**src/rtl/pipeline_hazard_ctrl.sv**
```systemverilog
// pipeline_hazard_ctrl
// Stall/flush sequencer for the 5-stage RV64 pipeline. It resolves three hazards:
//   - load-use dependencies between ID and a load in EX,
//   - taken branches resolved in EX,
//   - multi-cycle data-memory accesses, with a bounded wait.
// The pipeline controls are combinational from the state, the inputs and rst_n.
// The state, the wait counter, mem_error and the performance counters are registered.
module pipeline_hazard_ctrl #(
  parameter int MEM_TIMEOUT = 16,
  parameter int CNT_W       = 16
) (
  input  logic             clk,
  input  logic             rst_n,
  input  logic [4:0]       id_rs1,
  input  logic [4:0]       id_rs2,
  input  logic             id_uses_rs1,
  input  logic             id_uses_rs2,
  input  logic [4:0]       ex_rd,
  input  logic             ex_memRead,
  input  logic             branch_taken,
  input  logic             mem_req,
  input  logic             mem_ready,
  output logic             pc_write,
  output logic             if_id_en,
  output logic             if_id_flush,
  output logic             id_ex_en,
  output logic             id_ex_flush,
  output logic             ex_mem_en,
  output logic             mem_wb_bubble,
  output logic             mem_error,
  output logic [CNT_W-1:0] stall_count,
  output logic [CNT_W-1:0] flush_count
);

  // The wait counter must be able to hold the value MEM_TIMEOUT itself.
  localparam int WAIT_W = $clog2(MEM_TIMEOUT) + 1;
  localparam logic [WAIT_W-1:0] TIMEOUT_V = WAIT_W'(MEM_TIMEOUT);
  localparam logic [WAIT_W-1:0] WAIT_ZERO = '0;
  localparam logic [WAIT_W-1:0] WAIT_ONE  = WAIT_W'(1);
  localparam logic [CNT_W-1:0]  CNT_ONE   = CNT_W'(1);
  localparam logic [CNT_W-1:0]  CNT_MAX   = '1;

  typedef enum logic [0:0] {
    ST_RUN      = 1'b0,
    ST_MEM_WAIT = 1'b1
  } state_e;

  state_e            state_q, state_d;
  logic [WAIT_W-1:0] wait_q, wait_d;
  logic              mem_error_q, mem_error_d;
  logic [CNT_W-1:0]  stall_q, stall_d;
  logic [CNT_W-1:0]  flush_q, flush_d;

  logic load_use_s;
  logic mem_stall_s;
  logic wait_expired_s;
  logic branch_flush_s;

  // Hazard decode: load-use against the ID operands (x0 never hazards), a fresh memory
  // stall, wait expiry, and a branch flush that is not preempted by memory.
  always_comb begin
    load_use_s     = ex_memRead && (ex_rd != 5'd0) &&
                     ((id_uses_rs1 && (id_rs1 == ex_rd)) ||
                      (id_uses_rs2 && (id_rs2 == ex_rd)));
    mem_stall_s    = mem_req && !mem_ready;
    wait_expired_s = (state_q == ST_MEM_WAIT) && !mem_ready && (wait_q == TIMEOUT_V);
    branch_flush_s = (state_q == ST_RUN) && !mem_stall_s && branch_taken;
  end

  // State, wait counter and sticky error register with async clear.
  always_ff @(posedge clk or negedge rst_n) begin
    if (!rst_n) begin
      state_q     <= ST_RUN;
      wait_q      <= WAIT_ZERO;
      mem_error_q <= 1'b0;
    end else begin
      state_q     <= state_d;
      wait_q      <= wait_d;
      mem_error_q <= mem_error_d;
    end
  end

  // Next-state logic. Entry to MEM_WAIT sets the wait counter to 1; when the counter
  // reaches MEM_TIMEOUT the access is abandoned, which sets the sticky error bit.
  always_comb begin
    state_d     = state_q;
    wait_d      = wait_q;
    mem_error_d = mem_error_q;
    case (state_q)
      ST_RUN: begin
        if (mem_stall_s) begin
          state_d = ST_MEM_WAIT;
          wait_d  = WAIT_ONE;
        end else begin
          state_d = ST_RUN;
          wait_d  = WAIT_ZERO;
        end
      end
      ST_MEM_WAIT: begin
        if (mem_ready) begin
          state_d = ST_RUN;
          wait_d  = WAIT_ZERO;
        end else if (wait_q == TIMEOUT_V) begin
          state_d     = ST_RUN;
          wait_d      = WAIT_ZERO;
          mem_error_d = 1'b1;
        end else begin
          state_d = ST_MEM_WAIT;
          wait_d  = wait_q + WAIT_ONE;
        end
      end
      default: begin
        state_d = ST_RUN;
        wait_d  = WAIT_ZERO;
      end
    endcase
  end

  // Pipeline control decode.
  // Priority is reset > memory stall > branch flush > load-use > free flow.
  always_comb begin
    pc_write      = 1'b1;
    if_id_en      = 1'b1;
    if_id_flush   = 1'b0;
    id_ex_en      = 1'b1;
    id_ex_flush   = 1'b0;
    ex_mem_en     = 1'b1;
    mem_wb_bubble = 1'b0;
    if (!rst_n) begin
      pc_write      = 1'b0;
      if_id_en      = 1'b0;
      if_id_flush   = 1'b1;
      id_ex_en      = 1'b0;
      id_ex_flush   = 1'b1;
      ex_mem_en     = 1'b0;
      mem_wb_bubble = 1'b1;
    end else begin
      case (state_q)
        ST_RUN: begin
          if (mem_stall_s) begin
            // Freeze everything upstream of MEM; MEM/WB takes a bubble.
            pc_write      = 1'b0;
            if_id_en      = 1'b0;
            id_ex_en      = 1'b0;
            ex_mem_en     = 1'b0;
            mem_wb_bubble = 1'b1;
          end else if (branch_taken) begin
            // Load target PC and discard the two wrong-path instructions.
            // This also covers a coincident load-use, since the ID instruction is dropped.
            if_id_flush = 1'b1;
            id_ex_flush = 1'b1;
          end else if (load_use_s) begin
            // Hold IF and ID for one cycle and send a bubble into EX.
            // The load itself moves on to MEM.
            pc_write    = 1'b0;
            if_id_en    = 1'b0;
            id_ex_flush = 1'b1;
          end else begin
            pc_write = 1'b1;
          end
        end
        ST_MEM_WAIT: begin
          if (mem_ready) begin
            // Release: MEM/WB captures the memory result.
            mem_wb_bubble = 1'b0;
          end else if (wait_q == TIMEOUT_V) begin
            // Abandon the access: let the pipe move, but keep the result out of WB.
            mem_wb_bubble = 1'b1;
          end else begin
            pc_write      = 1'b0;
            if_id_en      = 1'b0;
            id_ex_en      = 1'b0;
            ex_mem_en     = 1'b0;
            mem_wb_bubble = 1'b1;
          end
        end
        default: begin
          pc_write      = 1'b0;
          if_id_en      = 1'b0;
          id_ex_en      = 1'b0;
          ex_mem_en     = 1'b0;
          mem_wb_bubble = 1'b1;
        end
      endcase
    end
  end

  // Saturating performance counter next values.
  always_comb begin
    stall_d = stall_q;
    flush_d = flush_q;
    if (!pc_write && (stall_q != CNT_MAX)) begin
      stall_d = stall_q + CNT_ONE;
    end else begin
      stall_d = stall_q;
    end
    if (branch_flush_s && (flush_q != CNT_MAX)) begin
      flush_d = flush_q + CNT_ONE;
    end else begin
      flush_d = flush_q;
    end
  end

  // Performance counter registers with async clear.
  always_ff @(posedge clk or negedge rst_n) begin
    if (!rst_n) begin
      stall_q <= '0;
      flush_q <= '0;
    end else begin
      stall_q <= stall_d;
      flush_q <= flush_d;
    end
  end

  assign mem_error   = mem_error_q;
  assign stall_count = stall_q;
  assign flush_count = flush_q;

  // wait_expired_s is kept as a named decode term alongside the others.
  logic unused_s;
  assign unused_s = wait_expired_s;

endmodule
```
**config.mk**
```make
export PLATFORM = sky130hd
export DESIGN_NAME = pipeline_hazard_ctrl
export DESIGN_NICKNAME = d
export VERILOG_FILES = /design/src/rtl/pipeline_hazard_ctrl.sv
export SDC_FILE = /design/constraint.sdc
export NUM_CORES = 1
export LEC_CHECK = 0
export BUFFER_PORTS_ARGS = -buffer_cell sky130_fd_sc_hd__buf_2
export CAP_MARGIN = 0
export CORE_MARGIN = 2
export CORE_UTILIZATION = 50
export DETAILED_ROUTE_END_ITERATION = 8
export PLACE_DENSITY = 0.8
export SYNTH_ARGS = -nofsm -noshare
export SYNTH_HDL_FRONTEND = slang
export SYNTH_SLANG_ARGS = --single-unit
```
**constraint.sdc**
```tcl
create_clock -name clk -period 4.9 [get_ports clk]
set_input_delay 0.98 -clock clk [delete_from_list [all_inputs] [get_ports clk]]
set_output_delay 0.98 -clock clk [all_outputs]
set_load 0.005 [all_outputs]
```
==> results of run 1 <==
-- cell type report --
class	instances	area, um2
Multi-Input combinational cell	144	1016
Fill cell	354	1488
Tap cell	50	62.56
Inverter	8	30.03
Timing Repair Buffer	63	317.8
Clock buffer	7	76.32
Sequential cell	39	975.9
Clock inverter	1	5.005
-- final timing paths --
check / startpoint / to
max in group asynchronous: rst_n / flush_count[11]
min in group asynchronous: rst_n / wait_q[3]
hold reg to reg: mem_error / mem_error
setup reg to reg: wait_q[0] / stall_count[10]
hold / removal: mem_error / mem_error
setup / recovery: ex_rd[3] / pc_write
-- through the flow --
| stage | instances | power, uW | setup slack [ns] | util (%) | instance area (um2) |
|---|---|---|---|---|---|
| final | 312 | 971.4 | 1.678 | 62.54 | 2484 |
| after global routing | 312 | 1038 | 1.511 | 62.54 | 2484 |
| after CTS | 312 | 985.2 | 1.663 | 62.54 | 2484 |
| after detailed placement | 304 | 775.3 | 1.664 | 60.49 | 2402 |
| after global placement | 304 | 763.6 | 1.716 | 60.49 | 2402 |
| after floorplan | 195 | 645.1 | 1.902 | - | 2053 |
-- layout by cell type, fill, tap and decap left out, types with 2 or more instances in the layout --
cell type / instances
xnor2_1: 16
ha_1: 4
nand2b_1: 3
clkbuf_8: 5
nor2_1: 21
inv_1: 8
o21ai_0: 2
and2_1: 3
xor2_1: 25
nor2b_1: 2
nand2_1: 13
dfrtp_1: 39
a21oi_1: 2
or2_2: 2
nor3_1: 2
nand3_1: 13
buf_2: 62
a21o_1: 2
mux2_2: 3
nor4_1: 3
clkbuf_1: 2
nand4_1: 6
and3_1: 4
nor4_2: 2
-- critical path, delay by kind of cell --
family | cells | cell delay, ns
buffers and inverters | 3 | 0.33
AOI/OAI and AO/OA | 2 | 0.50
xor gates and xnor gates | 1 | 0.16
and+or+nand+nor | 1 | 0.26
-- routing by layer --
metal / vias up / global-route usage, % / part of all wire (%)
met2: 48 / 29.61 / 45
met1: 767 / 22.81 / 46
met5: - / 0 / 0
li1: 804 / - / -
met4: 0 / 6.000 / 1.3
met3: 6 / 4.934 / 7.2
-- state kept, by name, summed over array words and instances, names as in the netlist --
signal	cells
flush_count	16
stall_count	16
mem_error	1
state_q	1
wait_q	5
-- power by group --
group | internal (uW) | switching, uW
clock | 99.9 | 106
combinational | 141 | 139
sequential | 399 | 86.4
-- cells by family after synthesis --
kind of cell             Yosys count
multiplexers                       3
adder cells (fa/ha/maj)            4
XOR/XNOR                          41
AND/OR/NAND/NOR                   78
AO/OA/AOI/OAI                     18
buffers and inverters             12
flip-flops                        39
==> results.json, run 1 <==
{
  "synth_commonest_cells": "dfrtp_1 (39), xor2_1 (25), nor2_1 (21), xnor2_1 (16)",
  "startpoint_type": "primary input",
  "hold_depth": 1,
  "synth_xor_area_share_pct": 17.49,
  "slew_headroom_pct": 67.98,
  "drc": 0,
  "ys_seq_area_share_pct": 47.53,
  "totalWireLength_um": 3987,
  "synth_cell_types": 40,
  "synth-simple-area-share_pct": 19.80,
  "hold_slack_ns": 0.4771,
  "status": "finished clean",
  "drt_first_pass_iters": 4,
  "htree_levels": 2,
  "timing.fmax_mhz": 310.4,
  "crit_chain": "buf_2 > xor2_1 > nor4_1 > a32oi_1 > o21ai_1 > inv_1 > buf_2",
  "portBuffers": 62,
  "cts_buffers": 5,
  "finalSetupTns_ns": 0,
  "avgSynthCellArea_um2": 10.53,
  "fin_crit_ns": 3.222,
  "start_util_pct": 51.70,
  "synthFlopType": "dfrtp_1",
  "yosys-mux-area-fraction_pct": 1.645,
  "cp.required_ns": 3.92,
  "hold_class": "register to register",
  "reg2reg_depth": 8,
  "worstMarginPinSlew_ns": 0.4802,
  "synth_compound_area_share_pct": 8.105,
  "netlist_area_um2": 2053,
  "die_area_um2": 4635,
  "synth_seq_cells": 39,
  "crit_path_top_delay_cell": "o21ai_1",
  "layout-drive-gt1-share_pct": 31.30,
  "synth_top_area_cell": "dfrtp_1",
  "clk_pin_slew_ns": 0.07,
  "fin_skew_ns": 0.004624,
  "grt_overflow": 0,
  "wl_per_cell_um": 12.78,
  "die_w_um": 68.08,
  "cts_resized": 0,
  "cts_tree": "done",
  "hold_buffers": 0,
  "grt.total_usage_pct": 17.96,
  "core_um2": 3971,
  "cpPeakStageDelay_ns": 0.31,
  "post_cts_buffers": 0,
  "rsz0062_at_grt": "false",
  "syn2layout_area_growth_pct": 20.96,
  "diodes": 0,
  "fp.dieH_um": 68.08,
  "clock_sinks": 39,
  "ir_drop_v": 0.0002466,
  "finalSetupViolCount": 0,
  "routed_via_density": 5.208,
  "ys.warnings.count": 0,
  "synth_top_area_share_pct": 47.53,
  "nets": 288,
  "antenna_found_initial": 0,
  "clock_latency_ns": 0.28,
  "hold_viol": 0,
  "power.leakage_uw": 0.001210,
  "arrival_ns": 2.24,
  "io_pins": 63,
  "synthMostInstantiatedCell": "dfrtp_1",
  "drv_cap": 0,
  "synth_edf_count": 0,
  "synth_top_family_by_area": "simple AND/OR/NAND/NOR gates",
  "syn-num-nets": 222,
  "grt_pass1_vias": 1456,
  "path_class": "primary input to output pin",
  "grt_pass1_wl_um": 6175,
  "synth_area_leaders": "dfrtp_1 (48%), xor2_1 (11%), xnor2_1 (6.8%)",
  "ctsRootBufferMaster": "clkbuf_8",
  "syn_inst": 195,
  "rows": 23,
  "synth_fa_ha_area_share_pct": 2.438,
  "dpl.hpwl_um": 3093,
  "first_iter_violations": 60,
  "cp-end-kind": "output pin",
  "finalMaxSlewViolations": 0,
  "grt_start_max_net_pins": 40,
  "ant_nets": 0,
  "finalCritPeriodShare_pct": 65.75,
  "clockBufferDepth": 2,
  "num_vias": 1625,
  "r2r_slack_ns": 2.85,
  "place.gp.congestion": 0.8055,
  "synthArstFlopShare_pct": 100.0,
  "crit_fanout": 4,
  "cpMostUsedCell": "buf_2",
  "pwr_density_cell_nw_per_um2": 391.1
}
(Power assumes the default switching activity.)
==> run 2, diff against run 1 <==
clock period = 3.4 ns   (was 4.9 ns; I/O delays follow)
==> run 2 against run 1 <==
Critical path depth unchanged. Sequential share of layout area is 0.68 points lower. Sequential power up 44%. Combinational power increased by 45%. Die area did not move. Worst setup slack lost 0.93 ns. Global-route usage increased by 2.7 points. Cell count is 0.32% higher. Routed wire length rose by 5.7%. Count of clock-buffer cells in the layout is 1 lower. Utilization grew 1.1 points.
==> results.json, run 2 (synthesis results as in run 1) <==
{
  "seqCellArea_um2": 975.9,
  "finalSetupViolCount": 0,
  "grt_pass1_vias": 1518,
  "slew_headroom_pct": 72.80,
  "diodes": 0,
  "finalSetupTns_ns": 0,
  "antenna_found_initial": 0,
  "fill_cells": 343,
  "ant_nets": 0,
  "nets": 289,
  "dpl.hpwl_um": 3198,
  "grt.total_usage_pct": 20.62,
  "die_w_um": 68.08,
  "grt_start_max_net_pins": 21,
  "cts_tree": "done",
  "final_common_cell": "buf_2",
  "post_cts_buffers": 0,
  "pwr_density_cell_nw_per_um2": 595.5,
  "cpPeakStageDelay_ns": 0.33,
  "portBuffers": 62,
  "hold_slack_ns": 0.2449,
  "crit_path_top_delay_cell": "nor4_1",
  "htree_levels": 2,
  "wl_per_cell_um": 13.46,
  "first_iter_violations": 55,
  "cts_resized": 0,
  "die_area_um2": 4635,
  "drc": 0,
  "finalCritPeriodShare_pct": 78.09,
  "layout-drive-gt1-share_pct": 32.32,
  "ctsRootBufferMaster": "clkbuf_8",
  "cp.required_ns": 2.72,
  "power.leakage_uw": 0.001234,
  "syn2layout_area_growth_pct": 23.10,
  "cts_buffers": 5,
  "start_util_pct": 51.70,
  "drt_first_pass_iters": 4,
  "startpoint": "ex_rd[2]",
  "multi_input_area_um2": 1016,
  "r2r_start": "stall_count[6]",
  "cp-end-kind": "output pin",
  "grt_pass1_wl_um": 6955,
  "ir_drop_v": 0.0003466,
  "clock_sinks": 39,
  "fin_skew_ns": 0.004489,
  "fp.dieH_um": 68.08,
  "rsz0062_at_grt": "false",
  "place.gp.congestion": 0.7988,
  "num_vias": 1632,
  "rows": 23,
  "arrival_ns": 1.98,
  "status": "finished clean",
  "critical_path_buf_inv_count": 3,
  "routed_via_density": 5.214,
  "totalWireLength_um": 4214,
  "fin_crit_ns": 2.655,
  "timing.fmax_mhz": 376.6,
  "layout_common_cells": "buf_2 (62), dfrtp_1 (39), xor2_1 (25), nor2_1 (21), xnor2_1 (16)",
  "core_um2": 3971,
  "cpMostUsedCell": "buf_2",
  "io_pins": 63,
  "hold_class": "primary input to async pin",
  "hold_viol": 0,
  "hold_buffers": 0,
  "clock_latency_ns": 0.29,
  "crit_chain": "buf_2 > xor2_1 > nor4_1 > a32oi_1 > o21ai_1 > inv_1 > buf_2",
  "crit_fanout": 4,
  "crit_family": "compound AO/OA/AOI/OAI gates",
  "startpoint_type": "primary input",
  "grt_overflow": 0,
  "finalMaxSlewViolations": 0,
  "clockBufferDepth": 2,
  "drv_cap": 0,
  "worstMarginPinSlew_ns": 0.4046,
  "clk_pin_slew_ns": 0.07,
  "path_class": "primary input to output pin"
}
==> run 2: cell count changes in the layout (fill, tap and decap cells not counted) <==
| cell | change |
|---|---|
| clkbuf_1 | -2 |
| buf_4 | +1 |
| bufinv_16 | +1 |
| clkbuf_8 | +1 |
==> run 2: final cells by class <==
| class | instances | share of cell area (%) |
|---|---|---|
| sequential | 39 | 38.61 |
| timing repair buffer | 64 | 12.87 |
| clock buffer | 6 | 3.267 |
| inverter | 8 | 1.188 |
| tap | 50 | 2.475 |
| multi-input combinational | 144 | 40.20 |
| clock inverter | 2 | 1.386 |
==> run 2: path summary, 6_finish.rpt <==
check | endpoint | slack, ns | cells after the start
min reg2reg | mem_error | 0.47 | 1
min | flush_count[2] | 0.24 | 1
max reg2reg | stall_count[1] | 1.32 | 5
max | pc_write | 0.74 | 7
max in group asynchronous | stall_count[15] | 2.37 | 3
min in group clk | mem_error | 0.47 | 1
==> run 2: power by group <==
part           switching [uW]  internal, uW
clock                     161           237
combinational             204           203
sequential                126           575
total                     490          1020
==> run 2: layer usage <==
layer  part of all wire, %  wire length (um)  GRT usage, %
met4                   1.6                68         7.500
met3                   6.6               279         5.592
met1                    43              1825         26.02
met5                     0                 0             0
met2                    48              2040         33.98
==> run 2: worst register-to-register path, cell delays in order, from the launching register on <==
cell,delay (ns)
dfrtp_1,0.43
nand3_1,0.21
nor4_2,0.48
a21oi_1,0.12
o21ba_4,0.36
mux2_2,0.36
==> run 2: metrics by stage <==
step / cell area [um2] / cells / util [%] / worst slack, ns / total power (uW)
after floorplan: 2053 / 195 / - / 1.002 / 929.7
after global placement: 2410 / 305 / 60.68 / 0.8138 / 1102
after detailed placement: 2410 / 305 / 60.68 / 0.7184 / 1118
after CTS: 2527 / 313 / 63.64 / 0.7103 / 1524
after global routing: 2527 / 313 / 63.64 / 0.5918 / 1617
final: 2527 / 313 / 63.64 / 0.7450 / 1505
==> run 3, diff against run 2 <==
ABC_AREA = 1   (was default)
PLACE_DENSITY = 0.78   (was 0.8)
clock period = 2.7 ns   (was 3.4 ns; I/O delays follow)
==> run 3 against run 2 <==
Critical path depth increased by 2. Combinational power up 41%. Register-to-register slack got worse by 0.49 ns. Count of clock-buffer cells in the layout stayed put. Routed wire length up 23%. Clock power shrank 3%. Worst setup slack worse by 0.27 ns. Worst hold slack improved by 0.081 ns. Area after synthesis increased by 21%. Sequential power rose by 24%. Critical path type is now register to output pin. Synthesized cell count is 72% higher. Sequential cell count is the same.
==> results.json, run 3 <==
{
  "start_util_pct": 52.16,
  "syn2layout_area_growth_pct": 17.81,
  "die_area_um2": 5539,
  "synth_top_area_share_pct": 39.35,
  "cp.required_ns": 2.16,
  "synth_cell_types": 27,
  "ys.warnings.count": 0,
  "num_vias": 2290,
  "fin_area_um2": 2922,
  "slew_headroom_pct": 67.10,
  "grt_overflow": 0,
  "fp.dieH_um": 74.43,
  "drc": 0,
  "io_pins": 63,
  "grt_pass1_vias": 2145,
  "finalSetupViolCount": 0,
  "grt_pass1_wl_um": 9073,
  "cts_tree": "done",
  "finalMaxSlewViolations": 0,
  "portBuffers": 62,
  "dpl_cell_area_um2": 2836,
  "synthFlopType": "dfrtp_1",
  "p_int_uw": 1145,
  "grt.total_usage_pct": 20.75,
  "nets": 426,
  "totalWireLength_um": 5204,
  "finalCritPeriodShare_pct": 82.30,
  "timing.fmax_mhz": 450.0,
  "syn_inst": 335,
  "layout_common_cells": "nand2_1 (105), buf_2 (62), nand3_1 (39), dfrtp_1 (39)",
  "die_w_um": 74.43,
  "htree_levels": 2,
  "layout-drive-gt1-share_pct": 23.75,
  "cts_buffers": 5,
  "synthMostInstantiatedCell": "nand2_1",
  "drv_cap": 0,
  "synth_commonest_cells": "nand2_1 (105), dfrtp_1 (39), nand3_1 (39), inv_1 (33), nor2_1 (33)",
  "syn-num-nets": 362,
  "cp-end-kind": "output pin",
  "ctsRootBufferMaster": "clkbuf_8",
  "crit_fanout": 5,
  "ys_seq_area_share_pct": 39.35,
  "routed_via_density": 4.904,
  "switchingPower_uw": 678.9,
  "finalSetupTns_ns": 0,
  "first_iter_violations": 122,
  "startpoint_type": "register",
  "arrival_ns": 1.68,
  "power_frac_seq_pct": 47.5,
  "worstMarginPinSlew_ns": 0.4935,
  "synth_area_leaders": "dfrtp_1 (39%), nand2_1 (16%), nand3_1 (7.9%)",
  "power.leakage_uw": 0.001582,
  "place.gp.congestion": 0.8738,
  "synth_edf_count": 0,
  "power_uw": 1824,
  "antenna_found_initial": 0,
  "hold_buffers": 0,
  "drt_first_pass_iters": 4,
  "grt_start_max_net_pins": 42,
  "clk_pin_slew_ns": 0.08,
  "rsz0062_at_grt": "false",
  "synth_seq_cells": 39,
  "post_cts_buffers": 0,
  "pwr-share-comb_pct": 31.4,
  "avgSynthCellArea_um2": 7.403,
  "pwr_density_cell_nw_per_um2": 624.4,
  "synth_top_area_cell": "dfrtp_1",
  "fin_crit_ns": 2.222,
  "path_class": "register to output pin",
  "fin_skew_ns": 0.005182,
  "ant_nets": 0,
  "dpl.hpwl_um": 3966,
  "hold_viol": 0,
  "hold_class": "primary input to async pin",
  "fin_cells": 467,
  "p_clk_share_pct": 21.1,
  "clockBufferDepth": 2,
  "rows": 25,
  "clock_sinks": 39,
  "cts_resized": 0,
  "dp.cells": 459,
  "clock_latency_ns": 0.29,
  "ir_drop_v": 0.0004361,
  "status": "finished clean",
  "synthArstFlopShare_pct": 100.0,
  "final_common_cell": "nand2_1",
  "wl_per_cell_um": 11.14,
  "netlist_area_um2": 2480,
  "netSwitchingFraction_pct": 37.22,
  "core_um2": 4755,
  "diodes": 0
}
-- run 3: layer usage --
layer	share of wire (%)	vias to the layer above	track usage [%]
met2	48	56	34.61
met4	1.2	0	6.349
met3	3.9	10	3.523
met5	0	-	0
met1	47	1050	27.66
li1	-	1174	-
-- run 3: power by group through the flow --
| stage | combinational (uW) | sequential (uW) | clock [uW] |
|---|---|---|---|
| 2_1_floorplan | 357 | 863 | 0 |
| 3_5_place_dp | 579 | 878 | 0 |
| 4_1_cts | 580 | 867 | 397 |
| 3_3_place_gp | 560 | 873 | 0 |
| 6_report | 573 | 866 | 385 |
| 5_1_grt | 663 | 894 | 420 |
-- run 3: final timing paths --
check                           slack [ns]            from  cells after the start              to
worst max-delay path                  0.48       wait_q[0]                      9        pc_write
max in group asynchronous             2.04           rst_n                      2  stall_count[8]
worst min-delay path                  0.33           rst_n                      2  flush_count[1]
worst max register to register        0.83  flush_count[0]                     10  flush_count[9]
worst min register to register        0.48       mem_error                      1       mem_error
min in group clk                      0.48       mem_error                      1       mem_error
-- run 3: metrics by stage --
stage | hold slack (ns) | utilization, % | setup slack (ns)
floorplan | 0.2444 | - | 0.6730
global placement | 0.4569 | 59.66 | 0.7414
detailed placement | 0.4569 | 59.66 | 0.7224
CTS | 0.3394 | 61.45 | 0.4478
global route | 0.3721 | 61.45 | 0.3207
finish | 0.3256 | 61.45 | 0.4780
-- run 3: layout make-up --
| class | instances | area, um2 |
|---|---|---|
| sequential | 39 | 975.9 |
| inverter | 42 | 157.7 |
| multi-input combinational | 247 | 1294 |
| timing repair buffer | 64 | 325.3 |
| tap | 67 | 83.83 |
| clock inverter | 2 | 12.51 |
| fill | 443 | 1833 |
| clock buffer | 6 | 72.57 |
-- run 3: critical path: stages (launching register included) --
cell     delay (ns)
dfrtp_1        0.41
inv_1          0.07
ha_1           0.15
nand3_1        0.11
nand2_2        0.12
nand2_1        0.09
nor2_2         0.19
nand2_4        0.08
inv_1          0.07
buf_2          0.11
-- run 3: cell families (layout without fill, tap and decap cells) --
| family | Yosys count | after routing | share of synthesized area (%) |
|---|---|---|---|
| XOR/XNOR | 30 | 30 | 10.60 |
| AO/OA/AOI/OAI | 10 | 10 | 2.119 |
| adder cells (fa/ha/maj) | 4 | 4 | 2.018 |
| AND/OR/NAND/NOR | 203 | 203 | 37.44 |
| buffers and inverters | 49 | 114 | 8.476 |
| flip-flops | 39 | 39 | 39.35 |
